**config.mk**
```make
export PLATFORM = sky130hd
export DESIGN_NAME = deconv_serial_loader_flat
export DESIGN_NICKNAME = d
export VERILOG_FILES = /design/src/rtl/deconv_serial_loader_pkg.sv /design/src/rtl/deconv_serial_loader_if.sv /design/src/rtl/serial_word_shifter.sv /design/src/rtl/deconv_serial_loader.sv /design/src/flat_wrapper.sv
export SDC_FILE = /design/constraint.sdc
export NUM_CORES = 1
export LEC_CHECK = 0
export CAP_MARGIN = 20
export CELL_PAD_IN_SITES_DETAIL_PLACEMENT = 0
export CELL_PAD_IN_SITES_GLOBAL_PLACEMENT = 2
export CORE_MARGIN = 1.5
export CORE_UTILIZATION = 36
export CTS_BUF_LIST = sky130_fd_sc_hd__clkbuf_8
export DETAILED_ROUTE_END_ITERATION = 8
export PLACE_DENSITY = 0.81
export SYNTH_ARGS = -nofsm -noshare
export SYNTH_HDL_FRONTEND = slang
export SYNTH_SLANG_ARGS = --single-unit
export TNS_END_PERCENT = 50
```
**constraint.sdc**
```tcl
create_clock -name clk -period 1.8 [get_ports clk]
set_input_delay 0.18 -clock clk [delete_from_list [all_inputs] [get_ports clk]]
set_output_delay 0.18 -clock clk [all_outputs]
set_load 0.01 [all_outputs]
```
**src/rtl/deconv_serial_loader_pkg.sv**
```systemverilog
// rtl/deconv_serial_loader_pkg.sv - select encodings and FSM state type for the serial loader
package deconv_loader_pkg;

    localparam logic [1:0] SEL_PHASE     = 2'b00;
    localparam logic [1:0] SEL_TF_COEFF  = 2'b01;
    localparam logic [1:0] SEL_OUT_MAG   = 2'b10;
    localparam logic [1:0] SEL_OUT_PHASE = 2'b11;

    typedef logic [0:0] state_t;
    localparam state_t ST_IDLE  = 1'b0;
    localparam state_t ST_SHIFT = 1'b1;

endpackage

```
**src/rtl/deconv_serial_loader_if.sv**
```systemverilog
// rtl/deconv_serial_loader_if.sv - serial load pins and SRAM write port bundle
interface deconv_serial_loader_if #(
    parameter int DATA_WIDTH = 16,
    parameter int ADDR_WIDTH = 12
);

    logic                  load_en;
    logic                  serial_in;
    logic [1:0]            sram_select;
    logic                  adc_bypass_en;
    logic                  phase_wr_en;
    logic                  tf_coeff_wr_en;
    logic [ADDR_WIDTH-1:0] wr_addr;
    logic [DATA_WIDTH-1:0] wr_data;
    logic [DATA_WIDTH-1:0] adc_bypass_data;
    logic                  load_busy;
    logic                  load_overflow;
    logic                  select_error;

    modport master (
        output load_en, serial_in, sram_select, adc_bypass_en,
        input  phase_wr_en, tf_coeff_wr_en, wr_addr, wr_data,
        input  adc_bypass_data, load_busy, load_overflow, select_error
    );

    modport slave (
        input  load_en, serial_in, sram_select, adc_bypass_en,
        output phase_wr_en, tf_coeff_wr_en, wr_addr, wr_data,
        output adc_bypass_data, load_busy, load_overflow, select_error
    );

endinterface

```
**src/rtl/serial_word_shifter.sv**
```systemverilog
// rtl/serial_word_shifter.sv - LSB-first bit collector with bit counter and word_done pulse
module serial_word_shifter #(
    parameter int DATA_WIDTH = 16
) (
    input  logic                  clk,
    input  logic                  rst_n,
    input  logic                  shift_en_i,
    input  logic                  bit_i,
    output logic [DATA_WIDTH-1:0] word_o,
    output logic                  word_done_o
);

    localparam int CW = (DATA_WIDTH > 1) ? $clog2(DATA_WIDTH) : 1;
    localparam logic [CW-1:0] LAST_BIT = CW'(DATA_WIDTH - 1);

    logic [CW-1:0]         bit_cnt_q, bit_cnt_d;
    logic [DATA_WIDTH-1:0] shift_q;

    // word_o already includes the bit arriving this cycle, so the full word
    // is available at the same edge that captures the last bit.
    always_comb begin
        word_o            = shift_q;
        word_o[bit_cnt_q] = bit_i;
    end

    assign word_done_o = shift_en_i && (bit_cnt_q == LAST_BIT);

    always_comb begin
        bit_cnt_d = '0;
        if (shift_en_i && !word_done_o) begin
            bit_cnt_d = bit_cnt_q + 1'b1;
        end
    end

    always_ff @(posedge clk or negedge rst_n) begin
        if (!rst_n) begin
            bit_cnt_q <= '0;
            shift_q   <= '0;
        end else begin
            bit_cnt_q <= bit_cnt_d;
            if (shift_en_i) begin
                shift_q <= word_o;
            end
        end
    end

endmodule

```
**src/rtl/deconv_serial_loader.sv**
```systemverilog
// rtl/deconv_serial_loader.sv - serial word loader steering words to SRAMs or ADC bypass (option DECONV_LOADER_INPUT_SYNC_EN)
module deconv_serial_loader
    import deconv_loader_pkg::*;
#(
    parameter int DATA_WIDTH = 16,
    parameter int ADDR_WIDTH = 12
) (
    input  logic                   clk,
    input  logic                   rst_n,
    deconv_serial_loader_if.slave  bus
);

    logic       load_en;
    logic       serial_in;
    logic [1:0] sram_select;
    logic       adc_bypass_en;

`ifdef DECONV_LOADER_INPUT_SYNC_EN
    logic [4:0] sync1_q, sync2_q;

    always_ff @(posedge clk or negedge rst_n) begin
        if (!rst_n) begin
            sync1_q <= '0;
            sync2_q <= '0;
        end else begin
            sync1_q <= {bus.load_en, bus.serial_in, bus.sram_select, bus.adc_bypass_en};
            sync2_q <= sync1_q;
        end
    end

    assign {load_en, serial_in, sram_select, adc_bypass_en} = sync2_q;
`else
    assign load_en       = bus.load_en;
    assign serial_in     = bus.serial_in;
    assign sram_select   = bus.sram_select;
    assign adc_bypass_en = bus.adc_bypass_en;
`endif

    state_t                state_q, state_d;
    logic [1:0]            sel_q, sel_d, sel_eff;
    logic [ADDR_WIDTH-1:0] word_cnt_q, word_cnt_d;
    logic                  phase_wr_q, phase_wr_d;
    logic                  tf_wr_q, tf_wr_d;
    logic [ADDR_WIDTH-1:0] wr_addr_q, wr_addr_d;
    logic [DATA_WIDTH-1:0] wr_data_q, wr_data_d;
    logic [DATA_WIDTH-1:0] bypass_q, bypass_d;
    logic                  overflow_q, overflow_d;
    logic                  sel_err_q, sel_err_d;
    logic [DATA_WIDTH-1:0] word;
    logic                  word_done;

    // Leaving SHIFT clears the bit counter, which drops any partial word.
    serial_word_shifter #(
        .DATA_WIDTH (DATA_WIDTH)
    ) u_shifter (
        .clk         (clk),
        .rst_n       (rst_n),
        .shift_en_i  (load_en),
        .bit_i       (serial_in),
        .word_o      (word),
        .word_done_o (word_done)
    );

    // The select is latched on the first bit; use the live pins at that edge.
    assign sel_eff = (state_q == ST_IDLE) ? sram_select : sel_q;

    always_comb begin
        state_d = state_q;
        sel_d   = sel_q;
        case (state_q)
            ST_IDLE: begin
                if (load_en) begin
                    state_d = ST_SHIFT;
                    sel_d   = sram_select;
                end
            end
            default: begin
                if (!load_en) begin
                    state_d = ST_IDLE;
                end
            end
        endcase
    end

    always_comb begin
        phase_wr_d = 1'b0;
        tf_wr_d    = 1'b0;
        wr_addr_d  = wr_addr_q;
        wr_data_d  = wr_data_q;
        bypass_d   = bypass_q;
        overflow_d = overflow_q;
        sel_err_d  = sel_err_q;
        word_cnt_d = load_en ? word_cnt_q : '0;
        if (word_done) begin
            if (adc_bypass_en) begin
                bypass_d = word;
            end else if (sel_eff == SEL_PHASE || sel_eff == SEL_TF_COEFF) begin
                phase_wr_d = (sel_eff == SEL_PHASE);
                tf_wr_d    = (sel_eff == SEL_TF_COEFF);
                wr_addr_d  = word_cnt_q;
                wr_data_d  = word;
                word_cnt_d = word_cnt_q + 1'b1;
                if (&word_cnt_q) begin
                    overflow_d = 1'b1;
                end
            end else begin
                sel_err_d = 1'b1;
            end
        end
    end

    always_ff @(posedge clk or negedge rst_n) begin
        if (!rst_n) begin
            state_q    <= ST_IDLE;
            sel_q      <= SEL_PHASE;
            word_cnt_q <= '0;
            phase_wr_q <= 1'b0;
            tf_wr_q    <= 1'b0;
            wr_addr_q  <= '0;
            wr_data_q  <= '0;
            bypass_q   <= '0;
            overflow_q <= 1'b0;
            sel_err_q  <= 1'b0;
        end else begin
            state_q    <= state_d;
            sel_q      <= sel_d;
            word_cnt_q <= word_cnt_d;
            phase_wr_q <= phase_wr_d;
            tf_wr_q    <= tf_wr_d;
            wr_addr_q  <= wr_addr_d;
            wr_data_q  <= wr_data_d;
            bypass_q   <= bypass_d;
            overflow_q <= overflow_d;
            sel_err_q  <= sel_err_d;
        end
    end

    assign bus.phase_wr_en     = phase_wr_q;
    assign bus.tf_coeff_wr_en  = tf_wr_q;
    assign bus.wr_addr         = wr_addr_q;
    assign bus.wr_data         = wr_data_q;
    assign bus.adc_bypass_data = bypass_q;
    assign bus.load_busy       = (state_q == ST_SHIFT);
    assign bus.load_overflow   = overflow_q;
    assign bus.select_error    = sel_err_q;

endmodule

```
**src/flat_wrapper.sv**
```systemverilog
// flat-port wrapper written by rule: the top's interface ports become plain ports
module deconv_serial_loader_flat import deconv_loader_pkg::*;
#(
    parameter int DATA_WIDTH = 16,
    parameter int ADDR_WIDTH = 12
)
  (clk, rst_n, bus_load_en, bus_serial_in, bus_sram_select, bus_adc_bypass_en, bus_phase_wr_en, bus_tf_coeff_wr_en, bus_wr_addr, bus_wr_data, bus_adc_bypass_data, bus_load_busy, bus_load_overflow, bus_select_error);
  deconv_serial_loader_if #(.DATA_WIDTH(DATA_WIDTH), .ADDR_WIDTH(ADDR_WIDTH)) bus_i ();
  input  logic clk;
  input  logic rst_n;
  input wire logic [$bits(bus_i.load_en)-1:0] bus_load_en;
  input wire logic [$bits(bus_i.serial_in)-1:0] bus_serial_in;
  input wire logic [$bits(bus_i.sram_select)-1:0] bus_sram_select;
  input wire logic [$bits(bus_i.adc_bypass_en)-1:0] bus_adc_bypass_en;
  output wire logic [$bits(bus_i.phase_wr_en)-1:0] bus_phase_wr_en;
  output wire logic [$bits(bus_i.tf_coeff_wr_en)-1:0] bus_tf_coeff_wr_en;
  output wire logic [$bits(bus_i.wr_addr)-1:0] bus_wr_addr;
  output wire logic [$bits(bus_i.wr_data)-1:0] bus_wr_data;
  output wire logic [$bits(bus_i.adc_bypass_data)-1:0] bus_adc_bypass_data;
  output wire logic [$bits(bus_i.load_busy)-1:0] bus_load_busy;
  output wire logic [$bits(bus_i.load_overflow)-1:0] bus_load_overflow;
  output wire logic [$bits(bus_i.select_error)-1:0] bus_select_error;
  assign bus_i.load_en = bus_load_en;
  assign bus_i.serial_in = bus_serial_in;
  assign bus_i.sram_select = bus_sram_select;
  assign bus_i.adc_bypass_en = bus_adc_bypass_en;
  assign bus_phase_wr_en = bus_i.phase_wr_en;
  assign bus_tf_coeff_wr_en = bus_i.tf_coeff_wr_en;
  assign bus_wr_addr = bus_i.wr_addr;
  assign bus_wr_data = bus_i.wr_data;
  assign bus_adc_bypass_data = bus_i.adc_bypass_data;
  assign bus_load_busy = bus_i.load_busy;
  assign bus_load_overflow = bus_i.load_overflow;
  assign bus_select_error = bus_i.select_error;
  deconv_serial_loader #(.DATA_WIDTH(DATA_WIDTH), .ADDR_WIDTH(ADDR_WIDTH)) u_core (.clk(clk), .rst_n(rst_n), .bus(bus_i));
endmodule
```
# Word-level counts from Yosys, hierarchy flattened

Index checks and enable logic that the tools add are counted.

Input bits: 7
Logic and storage cells: 48
Register bits after elaboration: 83

Multiplexer cells: 16
Add/sub/neg operators: 2
Order comparisons: 2
Bitwise operators: 3
Equal/unequal tests: 2
Reduce and logical (&&, ||, !) cells: 11

Operator list:

| kind                                                                                | count |
|---|---|
| 12-bit 2-to-1 mux                                                                   | 4 |
| 16-bit bitwise mux                                                                  | 1 |
| 15-bit AND reduction                                                                | 1 |
| 12-bit by 1-bit adder with 12-bit output, second input constant                     | 1 |
| 1-bit 2-to-1 mux                                                                    | 8 |
| 3-bit AND reduction                                                                 | 2 |
| 4-bit by 5-bit less-than comparator with 1-bit output, second input constant        | 1 |
| 4-bit by 1-bit adder with 4-bit output, second input constant                       | 1 |
| 1-bit demux with 4-bit select                                                       | 1 |
| 4-bit == test, second input constant                                                | 1 |
| 4-bit by 1-bit greater-or-equal comparator with 1-bit output, second input constant | 1 |
| 4-bit 2-to-1 mux                                                                    | 1 |
| 2-bit AND reduction                                                                 | 2 |
| 1-bit logical AND                                                                   | 3 |
| 1-bit inverter                                                                      | 3 |
| 2-bit by 1-bit == test with 1-bit output, second input constant                     | 1 |
| 2-bit logical NOT                                                                   | 1 |
| 2-bit 2-to-1 mux                                                                    | 1 |
| 1-bit logical NOT                                                                   | 1 |
| 1-bit logical OR                                                                    | 1 |

# Depth between registers and ports, before layout

Depth in word-level cells: 6
Mapped depth: 8

# By module

From an unflattened synthesis, not the netlist that was laid out.

Cells, all modules: 356
Area total of the unflattened synthesis: 3910.0 sq um

By module, submodules not included:

| module               | times used | area an instance (sq um) | seq. area each (sq um) | cells each |
|---|---|---|---|---|
| deconv_serial_loader | 1          | 2590.0                   | 1576.5                 | 238 |
| serial_word_shifter  | 1          | 1320.0                   | 500.5                  | 118 |

# Least setup slack after synthesis

Ideal clock, no wire load.

Kind: reg2reg
Start: reg u_core.u_shifter.bit_cnt_q[0]
End: reg u_core.wr_addr_q[10], in the netlist u_core.bus.wr_addr[10]
Arrival: 1.575 ns
Cell stages (with the launch flop): 8
Path buffers: 3
Path slack: 0.100 ns
Cells stage by stage: dfrtp_1 -> ha_1 -> buf_2 -> nand4_1 -> nor3b_2 -> buf_6 -> buf_12 -> mux2_2

Word-level cells in the longest chain between the ends: 3

RTL lines:

| item                          | RTL line                    | RTL |
|---|---|---|
| start, declared               | serial_word_shifter.sv:16   | `logic [CW-1:0] bit_cnt_q, bit_cnt_d;` |
| start signal, assigned        | serial_word_shifter.sv:40   | `bit_cnt_q <= bit_cnt_d;` |
| 4-bit == test                 | serial_word_shifter.sv:26   | `assign word_done_o = shift_en_i && (bit_cnt_q == LAST_BIT);` |
| 1-bit logical AND             | serial_word_shifter.sv:26   |  |
| 3-bit AND reduction (no line) | --                          |  |
| end signal, assigned          | deconv_serial_loader.sv:130 | `wr_addr_q <= wr_addr_d;` |
| end, declared                 | deconv_serial_loader.sv:44  | `logic [ADDR_WIDTH-1:0] wr_addr_q, wr_addr_d;` |

No other way between the ends.
A chain may end at the register's enable or synchronous reset.

# Final worst setup path

Start: reg u_core.u_shifter.bit_cnt_q[1]
End: reg u_core.wr_addr_q[11], in the netlist u_core.bus.wr_addr[11]

The elaborated chain is that of the path after synthesis.

==> run summary <==
Total GRT Usage -> 0.149
Syn nets -> 327
Crit path max fanout -> 18
Longest Clk Path Bufs -> 2
Row count -> 35
Vias -> 2450
Starting Density -> 0.374
Placed cell count -> 495
Maxcap violations -> 0
Clock Latency Late Sink -> 0.34 ns
Crit start category -> register
Vias per cell -> 4.77
CP Cell Sequence -> ha_2 > nand4_1 > nor3b_4 > buf_12 > mux2_2
Max incr delay on CP -> 0.40 ns
Mapped Cells -> 315
Outcome -> complete, no violations
CP bufs+invs -> 1
IO Port Bufs -> 55
Dominant synthesized flop cell -> dfrtp_1
Ports -> 56
Yosys warnings -> 0
Layout Nets -> 392
Count of final setup violators -> 0
CTS buffer count -> 9
WP data required -> 2.03 ns
WL per Instance -> 13.9 um
Die Y-Extent -> 101 um
Area grow syn2layout -> 27.9%
Top cells by area, synth -> dfrtp_1 (59%), mux2i_1 (7.2%), a21oi_1 (6.6%), mux2_2 (5.2%), nor2_1 (5.2%)
DP Wirelength -> 5.00 mm
H-tree Lvls -> 3
First-pass GRT wire length -> 11.8 mm
Area of the core -> 0.00933 mm2
First-pass DRT Iterations -> 5
Drc violations -> 0
Sequential area share after synthesis -> 0.588
Clk sinks -> 82
Critical path capture point type -> register
Clock root cell -> clkbuf_8
Placer congestion estimate -> 0.754
Ant diodes -> 0
Vias in the first global route -> 2303
Top cells by count, synth -> dfrtp_1 (82), nor2_1 (48), a21oi_1 (46)
Final Non-Filler Cells -> 514
Multi-input gate area -> 0.00130 mm2
WS Path Type -> register to register
PwrDens -> 794 mW/mm2
Layout cells sized above 1 -> 0.138
Chip width -> 101 um
Register area -> 0.00205 mm2
Max Fclk -> 588 MHz
Minimum clock period -> 1.70 ns
Pleak -> 2.12 nW
Final core occ -> 0.478
CP delay by family, top -> simple AND/OR/NAND/NOR gates
Post-route ant nets -> 0
Synth top area share -> 0.588
Grt total ovfl -> 0
Pin count of the biggest net entering global routing -> 41
Count of cell types in the netlist -> 34
Post-Route WL -> 7.15 mm
Fill cell count -> 896
Post-synth EDFFs -> 0
Tcrit/Tclk final -> 0.945
Yosys top cell by area -> dfrtp_1
Max IR drop VDD -> 0.000429 V
Crit path arrival time -> 1.93 ns
Async SR Flop Fraction -> 1.00
Post-synthesis cell area -> 0.00349 mm2
Crit path max-delay cell type -> dfrtp_1
Clk_skew -> 0.00636 ns
Antenna violations before repair -> 0
#FFs+latches synth -> 82
Worst-margin pin slew -> 0.429 ns
Drt initial violations -> 92
Clock transition at the registers of the reported paths -> 0.08 ns
HP Class -> input pin to asynchronous set/reset pin
Mean Syn Cell Area -> 11.1 um2
Top-count cell post-synth -> dfrtp_1
Total die area -> 0.0103 mm2
Setup crit start -> u_core.u_shifter.bit_cnt_q[1]$_DFF_PN0_
Max_slew headroom -> 0.714
CTS tree -> built
Critical R2R Launch -> u_core.u_shifter.bit_cnt_q[1]$_DFF_PN0_
Max-slew violations -> 0
Fin. Hold Viols -> 0
-- layout make-up --
| class | instances | share of cell area |
|---|---|---|
| flip-flops and latches | 82 | 0.460 |
| well taps | 129 | 0.0362 |
| repair buffers | 74 | 0.167 |
| clock buffers | 9 | 0.0278 |
| multi-input cells | 208 | 0.291 |
| clock inverters | 7 | 0.0140 |
| inverters | 5 | 0.00421 |
-- sequential cells by signal, summed over array words and instances (netlist names) --
| signal | count |
|---|---|
| u_core.bus.adc_bypass_data | 16 |
| u_core.bus.load_busy | 1 |
| u_core.bus.load_overflow | 1 |
| u_core.bus.phase_wr_en | 1 |
| u_core.bus.select_error | 1 |
| u_core.bus.tf_coeff_wr_en | 1 |
| u_core.bus.wr_addr | 12 |
| u_core.bus.wr_data | 16 |
| u_core.sel_q | 2 |
| u_core.u_shifter.bit_cnt_q | 4 |
| u_core.u_shifter.shift_q | 15 |
| u_core.word_cnt_q | 12 |
-- metal layers --
| layer | GRT usage | wire length, um |
|---|---|---|
| met3 | 0.0255 | 150 |
| met4 | 0.0577 | 105 |
| met1 | 0.219 | 3570 |
| met2 | 0.221 | 3320 |
| met5 | 0 | 0 |
-- logic make-up after synthesis --
| group | share of synthesized area |
|---|---|
| muxes | 0.123 |
| xor gates and xnor gates | 0.00251 |
| buffers and inverters | 0.0420 |
| adders and majority gates | 0.0179 |
| DFF | 0.588 |
| AOI/OAI and AO/OA | 0.0836 |
| and+or+nand+nor | 0.142 |
-- what timing repair did --
action	4_1_cts	5_1_grt
endpoints found under the setup margin	0	24
resized for setup	0	1
hold buffers	1	0
hold endpoints to repair	29	0
setup buffers	0	2
-- worst reg2reg max path: cells and delay by family (launching register included) --
kind	cells	cell delay, ns
muxes	1	0.35
adders and majority gates	1	0.21
buffers and inverters	1	0.19
and+or+nand+nor	2	0.45
DFF	1	0.40
-- final timing paths --
kind,end,slack [ns],cells after the start
setup / recovery,u_core.bus.wr_addr[11]$_DFFE_PN0P_,0.1,5
hold / removal,u_core.bus.wr_addr[7]$_DFFE_PN0P_,0.32,2
setup reg to reg,u_core.bus.wr_addr[11]$_DFFE_PN0P_,0.1,5
hold reg to reg,u_core.bus.load_overflow$_DFFE_PN0P_,0.47,1
max in group asynchronous,u_core.bus.adc_bypass_data[15]$_DFFE_PN0P_,0.88,3
min in group clk,u_core.bus.load_overflow$_DFFE_PN0P_,0.47,1
-- through the flow --
stage / power (mW) / instance area [um2] / hold WS (ns) / TNS (ns) / setup WS [ns]
after floorplan: 2.17 / 3490 / -0.116 / 0 / 0.100
after global placement: 2.30 / 4250 / 0.153 / -0.256 / -0.0231
after detailed placement: 2.31 / 4250 / 0.151 / -1.25 / -0.0777
after CTS: 3.59 / 4440 / 0.321 / 0 / 0.0575
after global routing: 3.72 / 4460 / 0.362 / -0.000696 / -0.000696
final: 3.54 / 4460 / 0.318 / 0 / 0.0985
-- where the power goes --
group / total (mW) / internal, mW / switching [mW]
registers: 1.96 / 1.92 / 0.0452
clock network: 1.28 / 0.627 / 0.648
logic: 0.305 / 0.117 / 0.188
total: 3.54 / 2.66 / 0.882
-- cells in the final DEF (no fill, tap or decap) --
cell type        instances
a21o_1                   1
a21oi_1                 46
a22oi_1                  1
and2_1                   5
and3_1                   4
and4_1                   2
and4b_1                  1
buf_12                   4
buf_4                   15
bufinv_16                1
clkbuf_8                 9
clkdlybuf4s50_1         54
clkinv_2                 2
clkinvlp_4               2
dfrtp_1                 82
dlygate4sd3_1            1
ha_1                     4
ha_2                     1
inv_1                    7
mux2_2                  16
mux2i_1                 25
nand2_1                 26
nand2b_1                 1
nand3_1                  7
nand3b_1                 2
nand4_1                  2
nand4_2                  2
nor2_1                  48
nor2b_1                  3
nor3_1                   2
nor3b_4                  1
o211ai_1                 1
o21ai_0                  3
o31ai_1                  2
o41ai_1                  1
xnor2_1                  1
Note: power is estimated with default switching activity, not from simulation.
